<file path="src/rtl/ins_fetch_queue_pkg.sv">
// rtl/ins_fetch_queue_pkg.sv - shared opcode constants, fetch FSM states and J-immediate helper
package ins_fetch_queue_pkg;

    // Major opcode of JAL; its target is resolved locally without the predictor.
    localparam logic [6:0] JAL_type = 7'b1101111;

    typedef enum logic [1:0] {
        FETCH_IDLE  = 2'd0,
        FETCH_BUSY  = 2'd1,
        FETCH_DRAIN = 2'd2
    } fetch_state_e;

    // Sign-extended J-type immediate: inst[31], inst[19:12], inst[20], inst[30:21], 0.
    function automatic logic [31:0] j_imm(input logic [31:0] inst);
        j_imm = {{12{inst[31]}}, inst[19:12], inst[20], inst[30:21], 1'b0};
    endfunction

endpackage

</file>
<file path="src/rtl/ins_fetch_queue_if.sv">
// rtl/ins_fetch_queue_if.sv - fetch queue bus to i-cache, predictor, ROB and dispatcher
interface ins_fetch_queue_if #(
    parameter int XLEN         = 32,
    parameter int IQ_DEPTH_LOG = 3
);
    logic                    rdy;
    logic                    issue_stall;
    logic                    if_valid;
    logic                    if_jump;
    logic [XLEN-1:0]         dispatch_inst;
    logic [XLEN-1:0]         dispatch_pc;
    logic                    suggest_jump;
    logic [XLEN-1:0]         suggest_pc;
    logic [XLEN-1:0]         predict_inst;
    logic [XLEN-1:0]         predict_pc;
    logic                    should_reset;
    logic [XLEN-1:0]         reset_pc;
    logic                    cache_valid;
    logic [XLEN-1:0]         cache_inst;
    logic [XLEN-1:0]         cache_pc;
    logic                    fetch_enable;
    logic [IQ_DEPTH_LOG:0]   iq_count;

    // Fetch unit side.
    modport master (
        input  rdy, issue_stall, suggest_jump, suggest_pc, should_reset, reset_pc,
               cache_valid, cache_inst,
        output if_valid, if_jump, dispatch_inst, dispatch_pc, predict_inst, predict_pc,
               cache_pc, fetch_enable, iq_count
    );

    // Environment side (cache, predictor, ROB, dispatcher).
    modport slave (
        output rdy, issue_stall, suggest_jump, suggest_pc, should_reset, reset_pc,
               cache_valid, cache_inst,
        input  if_valid, if_jump, dispatch_inst, dispatch_pc, predict_inst, predict_pc,
               cache_pc, fetch_enable, iq_count
    );
endinterface

</file>
<file path="src/rtl/ins_fetch_queue_iq_fifo.sv">
// rtl/ins_fetch_queue_iq_fifo.sv - circular instruction buffer with push/pop/flush and head output
module ins_fetch_queue_iq_fifo #(
    parameter int DEPTH_LOG = 3,
    parameter int WIDTH     = 65
) (
    input  logic                 clk,
    input  logic                 rst,
    input  logic                 i_en,
    input  logic                 i_push,
    input  logic                 i_pop,
    input  logic                 i_flush,
    input  logic [WIDTH-1:0]     i_data,
    output logic [DEPTH_LOG:0]   o_count,
    output logic [WIDTH-1:0]     o_head_data
);
    localparam int DEPTH = 1 << DEPTH_LOG;

    logic [WIDTH-1:0]     r_mem [DEPTH];
    logic [DEPTH_LOG-1:0] r_head;
    logic [DEPTH_LOG-1:0] r_tail;
    logic [DEPTH_LOG:0]   r_count;

    // Pointer and occupancy update; flush empties the queue and dominates push/pop.
    always_ff @(posedge clk) begin
        if (rst) begin
            r_head  <= '0;
            r_tail  <= '0;
            r_count <= '0;
        end else if (i_en) begin
            if (i_flush) begin
                r_head  <= '0;
                r_tail  <= '0;
                r_count <= '0;
            end else begin
                if (i_push) r_tail <= r_tail + DEPTH_LOG'(1);
                if (i_pop)  r_head <= r_head + DEPTH_LOG'(1);
                case ({i_push, i_pop})
                    2'b10:   r_count <= r_count + (DEPTH_LOG+1)'(1);
                    2'b01:   r_count <= r_count - (DEPTH_LOG+1)'(1);
                    default: r_count <= r_count;
                endcase
            end
        end
    end

    // Entry storage; contents are only observed while counted, so no reset is needed.
    always_ff @(posedge clk) begin
        if (i_en && i_push && !i_flush) begin
            r_mem[r_tail] <= i_data;
        end
    end

    assign o_count     = r_count;
    assign o_head_data = (r_count != '0) ? r_mem[r_head] : '0;

endmodule

</file>
<file path="src/rtl/ins_fetch_queue.sv">
// rtl/ins_fetch_queue.sv - instruction fetcher with IQ_DEPTH-entry queue; IQ_BYPASS_EN enables same-cycle bypass
module ins_fetch_queue
    import ins_fetch_queue_pkg::*;
#(
    parameter int              IQ_DEPTH_LOG = 3,
    parameter int              XLEN         = 32,
    parameter logic [XLEN-1:0] RESET_PC     = '0
) (
    input  logic              clk,
    input  logic              rst,
    ins_fetch_queue_if.master bus
);
    localparam int                  IQ_DEPTH   = 1 << IQ_DEPTH_LOG;
    localparam int                  EW         = 2 * XLEN + 1;
    localparam logic [IQ_DEPTH_LOG:0] FULL_COUNT = (IQ_DEPTH_LOG+1)'(IQ_DEPTH);

    fetch_state_e          r_state, w_state_nxt;
    logic [XLEN-1:0]       r_pc, w_pc_nxt;
    logic [XLEN-1:0]       r_cache_pc, w_cache_pc_nxt;
    logic                  r_fetch_en, w_fetch_en_nxt;

    logic                  w_is_jal;
    logic                  w_resp_jump;
    logic [XLEN-1:0]       w_resp_pc;
    logic                  w_take_resp;
    logic                  w_bypass;
    logic                  w_push;
    logic                  w_pop;
    logic                  w_q_valid;
    logic [IQ_DEPTH_LOG:0] w_count;
    logic [EW-1:0]         w_push_data;
    logic [EW-1:0]         w_head_data;

    // Next-PC for the response in flight: JAL resolved here, everything else from the predictor.
    assign w_is_jal    = (bus.cache_inst[6:0] == JAL_type);
    assign w_resp_pc   = w_is_jal ? (r_pc + XLEN'($signed(j_imm(bus.cache_inst[31:0]))))
                                  : bus.suggest_pc;
    assign w_resp_jump = w_is_jal ? 1'b1 : bus.suggest_jump;

    // A live response is one answering the current pc with no flush pending.
    assign w_take_resp = bus.cache_valid && (r_state == FETCH_BUSY) && !bus.should_reset;

`ifdef IQ_BYPASS_EN
    assign w_bypass = bus.rdy && w_take_resp && (w_count == '0) && !bus.issue_stall;
`else
    assign w_bypass = 1'b0;
`endif

    assign w_push      = w_take_resp && !w_bypass;
    assign w_q_valid   = (w_count != '0);
    assign w_pop       = w_q_valid && !bus.issue_stall && !bus.should_reset;
    assign w_push_data = {bus.cache_inst, r_pc, w_resp_jump};

    ins_fetch_queue_iq_fifo #(
        .DEPTH_LOG (IQ_DEPTH_LOG),
        .WIDTH     (EW)
    ) u_iq_fifo (
        .clk         (clk),
        .rst         (rst),
        .i_en        (bus.rdy),
        .i_push      (w_push),
        .i_pop       (w_pop),
        .i_flush     (bus.should_reset),
        .i_data      (w_push_data),
        .o_count     (w_count),
        .o_head_data (w_head_data)
    );

    // Fetch FSM next-state: issue while room, accept or discard the single outstanding response.
    always_comb begin
        w_state_nxt    = r_state;
        w_pc_nxt       = r_pc;
        w_cache_pc_nxt = r_cache_pc;
        w_fetch_en_nxt = r_fetch_en;
        case (r_state)
            FETCH_IDLE: begin
                if (bus.should_reset) begin
                    w_pc_nxt       = bus.reset_pc;
                    w_fetch_en_nxt = 1'b0;
                end else if (w_count < FULL_COUNT) begin
                    w_fetch_en_nxt = 1'b1;
                    w_cache_pc_nxt = r_pc;
                    w_state_nxt    = FETCH_BUSY;
                end else begin
                    w_fetch_en_nxt = 1'b0;
                end
            end
            FETCH_BUSY: begin
                if (bus.should_reset) begin
                    w_pc_nxt = bus.reset_pc;
                    if (bus.cache_valid) begin
                        w_fetch_en_nxt = 1'b0;
                        w_state_nxt    = FETCH_IDLE;
                    end else begin
                        w_state_nxt    = FETCH_DRAIN;
                    end
                end else if (bus.cache_valid) begin
                    w_pc_nxt       = w_resp_pc;
                    w_fetch_en_nxt = 1'b0;
                    w_state_nxt    = FETCH_IDLE;
                end
            end
            FETCH_DRAIN: begin
                if (bus.should_reset) w_pc_nxt = bus.reset_pc;
                if (bus.cache_valid) begin
                    w_fetch_en_nxt = 1'b0;
                    w_state_nxt    = FETCH_IDLE;
                end
            end
            default: begin
                w_fetch_en_nxt = 1'b0;
                w_state_nxt    = FETCH_IDLE;
            end
        endcase
    end

    // Fetch FSM registers; rdy low freezes everything.
    always_ff @(posedge clk) begin
        if (rst) begin
            r_state    <= FETCH_IDLE;
            r_pc       <= RESET_PC;
            r_cache_pc <= '0;
            r_fetch_en <= 1'b0;
        end else if (bus.rdy) begin
            r_state    <= w_state_nxt;
            r_pc       <= w_pc_nxt;
            r_cache_pc <= w_cache_pc_nxt;
            r_fetch_en <= w_fetch_en_nxt;
        end
    end

    // Dispatch view: bypassed response when enabled, otherwise the queue head.
    always_comb begin
        if (w_bypass) begin
            bus.if_valid      = 1'b1;
            bus.dispatch_inst = bus.cache_inst;
            bus.dispatch_pc   = r_pc;
            bus.if_jump       = w_resp_jump;
        end else begin
            bus.if_valid      = w_q_valid;
            bus.dispatch_inst = w_head_data[EW-1:XLEN+1];
            bus.dispatch_pc   = w_head_data[XLEN:1];
            bus.if_jump       = w_head_data[0];
        end
    end

    assign bus.predict_inst = bus.cache_inst;
    assign bus.predict_pc   = r_pc;
    assign bus.cache_pc     = r_cache_pc;
    assign bus.fetch_enable = r_fetch_en;
    assign bus.iq_count     = w_count;

endmodule
</file>
<file path="src/flat_wrapper.sv">
// flat-port wrapper written by rule: the top's interface ports become plain ports
module ins_fetch_queue_flat import ins_fetch_queue_pkg::*;
#(
    parameter int              IQ_DEPTH_LOG = 3,
    parameter int              XLEN         = 32,
    parameter logic [XLEN-1:0] RESET_PC     = '0
)
  (clk, rst, bus_rdy, bus_issue_stall, bus_suggest_jump, bus_suggest_pc, bus_should_reset, bus_reset_pc, bus_cache_valid, bus_cache_inst, bus_if_valid, bus_if_jump, bus_dispatch_inst, bus_dispatch_pc, bus_predict_inst, bus_predict_pc, bus_cache_pc, bus_fetch_enable, bus_iq_count);
  ins_fetch_queue_if #(.XLEN(XLEN), .IQ_DEPTH_LOG(IQ_DEPTH_LOG)) bus_i ();
  input  logic clk;
  input  logic rst;
  input wire logic [$bits(bus_i.rdy)-1:0] bus_rdy;
  input wire logic [$bits(bus_i.issue_stall)-1:0] bus_issue_stall;
  input wire logic [$bits(bus_i.suggest_jump)-1:0] bus_suggest_jump;
  input wire logic [$bits(bus_i.suggest_pc)-1:0] bus_suggest_pc;
  input wire logic [$bits(bus_i.should_reset)-1:0] bus_should_reset;
  input wire logic [$bits(bus_i.reset_pc)-1:0] bus_reset_pc;
  input wire logic [$bits(bus_i.cache_valid)-1:0] bus_cache_valid;
  input wire logic [$bits(bus_i.cache_inst)-1:0] bus_cache_inst;
  output wire logic [$bits(bus_i.if_valid)-1:0] bus_if_valid;
  output wire logic [$bits(bus_i.if_jump)-1:0] bus_if_jump;
  output wire logic [$bits(bus_i.dispatch_inst)-1:0] bus_dispatch_inst;
  output wire logic [$bits(bus_i.dispatch_pc)-1:0] bus_dispatch_pc;
  output wire logic [$bits(bus_i.predict_inst)-1:0] bus_predict_inst;
  output wire logic [$bits(bus_i.predict_pc)-1:0] bus_predict_pc;
  output wire logic [$bits(bus_i.cache_pc)-1:0] bus_cache_pc;
  output wire logic [$bits(bus_i.fetch_enable)-1:0] bus_fetch_enable;
  output wire logic [$bits(bus_i.iq_count)-1:0] bus_iq_count;
  assign bus_i.rdy = bus_rdy;
  assign bus_i.issue_stall = bus_issue_stall;
  assign bus_i.suggest_jump = bus_suggest_jump;
  assign bus_i.suggest_pc = bus_suggest_pc;
  assign bus_i.should_reset = bus_should_reset;
  assign bus_i.reset_pc = bus_reset_pc;
  assign bus_i.cache_valid = bus_cache_valid;
  assign bus_i.cache_inst = bus_cache_inst;
  assign bus_if_valid = bus_i.if_valid;
  assign bus_if_jump = bus_i.if_jump;
  assign bus_dispatch_inst = bus_i.dispatch_inst;
  assign bus_dispatch_pc = bus_i.dispatch_pc;
  assign bus_predict_inst = bus_i.predict_inst;
  assign bus_predict_pc = bus_i.predict_pc;
  assign bus_cache_pc = bus_i.cache_pc;
  assign bus_fetch_enable = bus_i.fetch_enable;
  assign bus_iq_count = bus_i.iq_count;
  ins_fetch_queue #(.IQ_DEPTH_LOG(IQ_DEPTH_LOG), .XLEN(XLEN), .RESET_PC(RESET_PC)) u_core (.clk(clk), .rst(rst), .bus(bus_i));
endmodule
</file>
<file path="config.mk">
export PLATFORM = sky130hd
export DESIGN_NAME = ins_fetch_queue_flat
export DESIGN_NICKNAME = d
export VERILOG_FILES = /design/src/rtl/ins_fetch_queue_pkg.sv /design/src/rtl/ins_fetch_queue_if.sv /design/src/rtl/ins_fetch_queue_iq_fifo.sv /design/src/rtl/ins_fetch_queue.sv /design/src/flat_wrapper.sv
export SDC_FILE = /design/constraint.sdc
export NUM_CORES = 1
export LEC_CHECK = 0
export ABC_AREA = 1
export CAP_MARGIN = 5
export CORE_MARGIN = 1.5
export CORE_UTILIZATION = 60
export CTS_BUF_LIST = sky130_fd_sc_hd__clkbuf_2 sky130_fd_sc_hd__clkbuf_4 sky130_fd_sc_hd__clkbuf_8
export CTS_CLUSTER_SIZE = 28
export DETAILED_ROUTE_END_ITERATION = 7
export PLACE_DENSITY = 0.92
export SYNTH_ARGS = -nofsm -noshare
export SYNTH_HDL_FRONTEND = slang
export SYNTH_SLANG_ARGS = --single-unit
export TNS_END_PERCENT = 30
</file>
<file path="constraint.sdc">
create_clock -name clk -period 9.5 [get_ports clk]
set_input_delay 0.95 -clock clk [delete_from_list [all_inputs] [get_ports clk]]
set_output_delay 0.95 -clock clk [all_outputs]
set_load 0.005 [all_outputs]
</file>
==> results of run 1 <==
[stage by stage]
step                       util  total power, µW  area (µm²)  hold WS (ns)  std cells
final                     0.714             5490       30800         0.486       3375
after global routing      0.714             5650       30800         0.501       3375
after CTS                 0.714             5500       30800         0.464       3374
after detailed placement  0.672             3420       29000         0.450       3208
after global placement    0.672             3400       29000         0.444       3208
after floorplan               -             3200       26300         0.428       2506
[layout by cell type, fill, tap and decap left out, drive strengths merged, types with 19 or more instances in the layout]
master,instances
edfxtp,520
clkbuf,124
clkdlybuf4s50,269
o22ai,65
a21oi,101
nor2,519
o21ai,412
nand2,309
clkinv,35
buf,19
a31oi,67
nand3,44
inv,131
dfxtp,80
ha,39
[cell families (layout without fill, tap and decap cells)]
family	Yosys count	count (layout)	synth area share
buffers and inverters	302	585	0.0545
DFF	600	600	0.654
adders and majority gates	41	41	0.0201
and+or+nand+nor	891	891	0.134
xor gates and xnor gates	15	15	0.00499
AOI/OAI and AO/OA	657	657	0.133
other	0	1	0
[routing by layer]
layer / part of all wire / up-vias
met5: 0 / -
met4: 0.038 / 0
met3: 0.11 / 218
met2: 0.49 / 1456
met1: 0.37 / 9732
li1: - / 9189
[power by group]
group          internal, µW  total, µW  leakage, µW  switching (µW)
Combinational           173        404      0.00495             231
Sequential             2900       2970      0.00537            65.6
Clock                  1130       2120     0.000949             986
[path summary, 6_finish.rpt]
path | start | end | slack, ns
max | register | bus_dispatch_pc[13] | 3.98
min | u_core.u_iq_fifo.r_head[2]$_SDFFE_PP0P_ | register | 0.49
max reg2reg | u_core.r_state[0]$_SDFFE_PP0P_ | u_core.u_iq_fifo.r_mem[0][39]$_DFFE_PP_ | 5.65
min reg2reg | u_core.u_iq_fifo.r_head[2]$_SDFFE_PP0P_ | register | 0.49
[worst register-to-register path: stages (launching register included)]
cell,delay (ns)
dfxtp_1,0.46
ha_1,0.25
nand2_1,0.11
nor3_1,0.57
nand2_1,0.42
nor2_4,0.94
buf_4,0.72
[registers in the layout (all words and copies together) (netlist names), named ones only]
signal	cells
u_core.u_iq_fifo.o_count	4
u_core.u_iq_fifo.r_tail	3
u_core.u_iq_fifo.r_head	3
u_core.u_iq_fifo.r_mem	520
u_core.r_state	2
u_core.bus.fetch_enable	1
u_core.bus.predict_pc	32
u_core.bus.cache_pc	32
[layout make-up]
class                      count  area share
antenna                        1   0.0000811
timing repair buffer         288      0.0919
clock buffer                 124      0.0499
sequential                   600       0.559
clock inverter                42     0.00901
inverter                     131      0.0162
multi-input combinational   1604       0.251
tap                          585      0.0237
==> reports/metrics.cfg, run 1 <==
[timing]
finalCritPeriodShare=0.581
rsz0062_at_grt=false
finalCriticalPeriod_ns=5.52
fin_tns_setup_ns=0
fmax_mhz=181
fin_ws_ns=3.98
skew_ns=0.0452
drv_slew=0
hold_viol=0
setup_viol=0
timing.slew.headroom=0.224
worstMarginPinSlew_ns=1.16

[placement]
place.gp.congestion=0.919
dp_hpwl_um=43300
post-place-ws_ns=4.77
io_buffer_count=269

[power]
p_leak_uw=0.0113
power_density_mw_per_mm2=178
ir_drop_mv=0.103

[layout]
multiInputGateArea_mm2=0.00773
fillers=2840
drive_gt1_frac=0.0724
area_delta_synth_final_pct=17.2
nets=2862
seq_area_mm2=0.0172

[die]
core_area_mm2=0.0432
io_pins=270
fp.dieH_um=212
initial_utilization=0.610
fp.dieW_um=212
row_count=76
dieArea_mm2=0.0451

[critical_path]
cp_top_family=buffers and inverters
cp-end-kind=primary output
cp.required_ns=8.55
start_kind=register
path_buf_inv=3
critPathArrivalTime_ns=4.57
worstPathMaxFanout=173
worstRegToRegCells=6
critPathMostFrequentCell=o21ai_0
max_stage_delay_ns=0.94
cp_num_cells=7
crit_slowest_cell=inv_6
critPathKind=register to primary output
path_cells=inv_6 -> buf_4 -> o21ai_0 -> o22ai_1 -> o21ai_0 -> a31oi_1 -> clkdlybuf4s50_1

[clock_tree]
post_cts.repair.setup_buffers=0
clk_latency_ns=0.67
cts_inserted_buffers=93
clock_path_buffers=3
cts.sinks=600
path_clk_slew_ns=0.06
cts-htree-levels=3
root_buffer=clkbuf_8
postCtsHoldBufs=0
cts_tree=yes
cts_resized=0

[grt]
grt.total_usage=0.324
grt_pass1_vias=19900
use_met1=0.417
grtUsageMet2=0.537
use_met3=0.0573
top_usage_layer=met2
antenna_found_initial=1
globalRoute.totalOverflow=0
grt_first_pass_wirelength_um=110000
grt_max_degree=174

[min_path]
min_path_cells=1
hold_path_class=register to register

[yosys]
synthesis.nets=2650
synth_cell_type_count=41
synth_edf_count=520
ys_ff_latch=600
syn_area_mm2=0.0263
ys_seq_area_frac=0.654
syn_area_per_cell_um2=10.5
synthTopCellsByCount=edfxtp_1 (520), nor2_1 (514), o21ai_0 (360)
netlist.area_leader.share=0.593
yosys.area.top_type=edfxtp_1
async_flop_share=0
postSynthCellCount=2506
ys_warn_count=0
ys.flop_type=edfxtp_1
synth_area_leaders=edfxtp_1 (59%), nor2_1 (7.3%), o21ai_0 (6.8%)
yosysMostFrequentCell=edfxtp_1

[drt]
ant_nets=0
drt_first_pass_iters=6
wl_um=73700
wl_per_cell_um=21.8
drtIter0Drc=2800
via_count=20600
routed_via_density=6.10
drc=0

[run_status]
status=finished clean

[flow_run]
drv_cap=0

No activity file was read; power rests on OpenSTA's default activity.
==> run 2, diff against run 1 <==
--- a/config.mk
+++ b/config.mk
@@ -8,11 +8,11 @@
 export ABC_AREA = 1
 export CAP_MARGIN = 5
 export CORE_MARGIN = 1.5
-export CORE_UTILIZATION = 60
+export CORE_UTILIZATION = 59
 export CTS_BUF_LIST = sky130_fd_sc_hd__clkbuf_2 sky130_fd_sc_hd__clkbuf_4 sky130_fd_sc_hd__clkbuf_8
 export CTS_CLUSTER_SIZE = 28
 export DETAILED_ROUTE_END_ITERATION = 7
-export PLACE_DENSITY = 0.92
+export PLACE_DENSITY = 0.9
 export SYNTH_ARGS = -nofsm -noshare
 export SYNTH_HDL_FRONTEND = slang
 export SYNTH_SLANG_ARGS = --single-unit
==> constraint.sdc (replaced) <==
create_clock -name clk -period 5.69 [get_ports clk]
set_input_delay 0.569 -clock clk [delete_from_list [all_inputs] [get_ports clk]]
set_output_delay 0.569 -clock clk [all_outputs]
set_load 0.005 [all_outputs]
==> run 2 against run 1 <==
Power up 66%. Cell count is 0.36% higher. Utilization fell by 1.5 points. Global-route usage shrank 1.6 points. Largest cell class unchanged. Largest power group unchanged. Highest routed layer unchanged.
==> reports/metrics.cfg, run 2 (synthesized netlist as in run 1, its figures left out) <==
[run_status]
status=finished clean

[die]
row_count=77
core_area_mm2=0.0441
dieArea_mm2=0.0459
io_pins=270
fp.dieH_um=214
fp.dieW_um=214
initial_utilization=0.597

[critical_path]
worstPathMaxFanout=148
critPathKind=register to primary output
cp_top_family=buffers and inverters
critPathMostFrequentCell=o21ai_0
critPathArrivalTime_ns=4.08
max_stage_delay_ns=0.65
reg2reg_from=u_core.r_state[0]$_SDFFE_PP0P_
path_cells=inv_6 -> buf_4 -> o21ai_0 -> o22ai_1 -> o21ai_0 -> a31oi_1 -> clkdlybuf4s50_1
cp.required_ns=5.12
path_buf_inv=3
cp-end-kind=primary output
crit_slowest_cell=inv_6
rrSetupSlack_ns=2.13
r2r-end=u_core.u_iq_fifo.r_mem[2][21]$_DFFE_PP_
worstRegToRegCells=6
start_kind=register

[drt]
via_count=20400
wl_per_cell_um=21.4
wl_um=72400
ant_nets=0
drc=0
drtIter0Drc=2561
drt_first_pass_iters=5
routed_via_density=6.02

[grt]
grt_pass1_vias=20000
globalRoute.totalOverflow=0
grt.total_usage=0.308
antenna_found_initial=1
grt_first_pass_wirelength_um=110000
grt_max_degree=261

[timing]
setup_viol=0
timing.slew.headroom=0.221
fin_tns_setup_ns=0
drv_slew=0
whs_ns=0.501
worstMarginPinSlew_ns=1.17
skew_ns=0.0334
finalCriticalPeriod_ns=4.65
hold_viol=0
fmax_mhz=215
rsz0062_at_grt=false
finalCritPeriodShare=0.817

[clock_tree]
cts.sinks=600
clock_path_buffers=3
root_buffer=clkbuf_8
clk_latency_ns=0.65
cts_inserted_buffers=92
cts-htree-levels=3
cts_tree=yes
cts_resized=0
path_clk_slew_ns=0.06
postCtsHoldBufs=0
post_cts.repair.setup_buffers=0

[power]
power_density_mw_per_mm2=296
p_leak_uw=0.0113
ir_drop_mv=0.171

[min_path]
min_path_cells=1
hold_path_class=register to register
hp-start=u_core.u_iq_fifo.r_head[2]$_SDFFE_PP0P_

[layout]
nets=2862
final_common_cell=edfxtp_1
largest_register=u_core.u_iq_fifo.r_mem
final_cell_mix=edfxtp_1 (520), nor2_1 (507), o21ai_0 (360)
finalInstanceArea_mm2=0.0309
drive_gt1_frac=0.0744
area_delta_synth_final_pct=17.2
largest_register_ffs=520
final_util=0.699

[placement]
io_buffer_count=269
dp_hpwl_um=42800
place.gp.congestion=0.915
placed_cell_area_mm2=0.0291

[flow_run]
drv_cap=0

## run 2: worst reg2reg max path, delay by kind of cell (launching register included)
family	cells	cell delay, ns
simple gates	4	1.98
flops	1	0.47
fa+ha+maj	1	0.26
buf+inv	1	0.49
## run 2: metrics by stage
step | std cells | worst slack [ns] | total power [µW]
after detailed placement | 3216 | 1.78 | 5710
after CTS | 3386 | 1.18 | 9140
final | 3387 | 1.04 | 9130
after floorplan | 2506 | -0.477 | 5340
after global routing | 3387 | 1.03 | 9400
after global placement | 3216 | 1.93 | 5690
## run 2: where the power goes
part | switching (µW) | leakage (µW) | total, µW | internal, µW
logic | 387 | 0.00496 | 676 | 289
clock network | 1660 | 0.000953 | 3500 | 1840
registers | 110 | 0.00537 | 4960 | 4850
## run 2: how the worst max path moves through the flow
stage,startpoint,end,slack (ns),cells past startpoint
finish,register,bus_dispatch_pc[15],1.04,7
global route,register,bus_dispatch_pc[14],1.03,6
CTS,register,bus_dispatch_pc[15],1.18,6
detailed placement,bus_rdy,u_core.u_iq_fifo.r_mem[2][23]$_DFFE_PP_,1.78,6
global placement,bus_rdy,u_core.u_iq_fifo.r_mem[2][21]$_DFFE_PP_,1.93,6
floorplan,bus_should_reset,u_core.u_iq_fifo.r_mem[5][0]$_DFFE_PP_,-0.48,4
## run 2: area by class of cell
class / instances / area, µm²
inverters: 131 / 502
repair buffers: 289 / 2860
clock buffers: 122 / 1520
diodes: 1 / 2.50
flip-flops and latches: 600 / 17200
fillers: 2916 / 13300
well taps: 592 / 741
multi-input cells: 1604 / 7740
clock inverters: 48 / 284
## run 2: layer usage
metal / track usage / wire, µm
met1: 0.396 / 26900
met2: 0.508 / 34900
met3: 0.0515 / 7270
met4: 0.156 / 3280
met5: 0 / 0
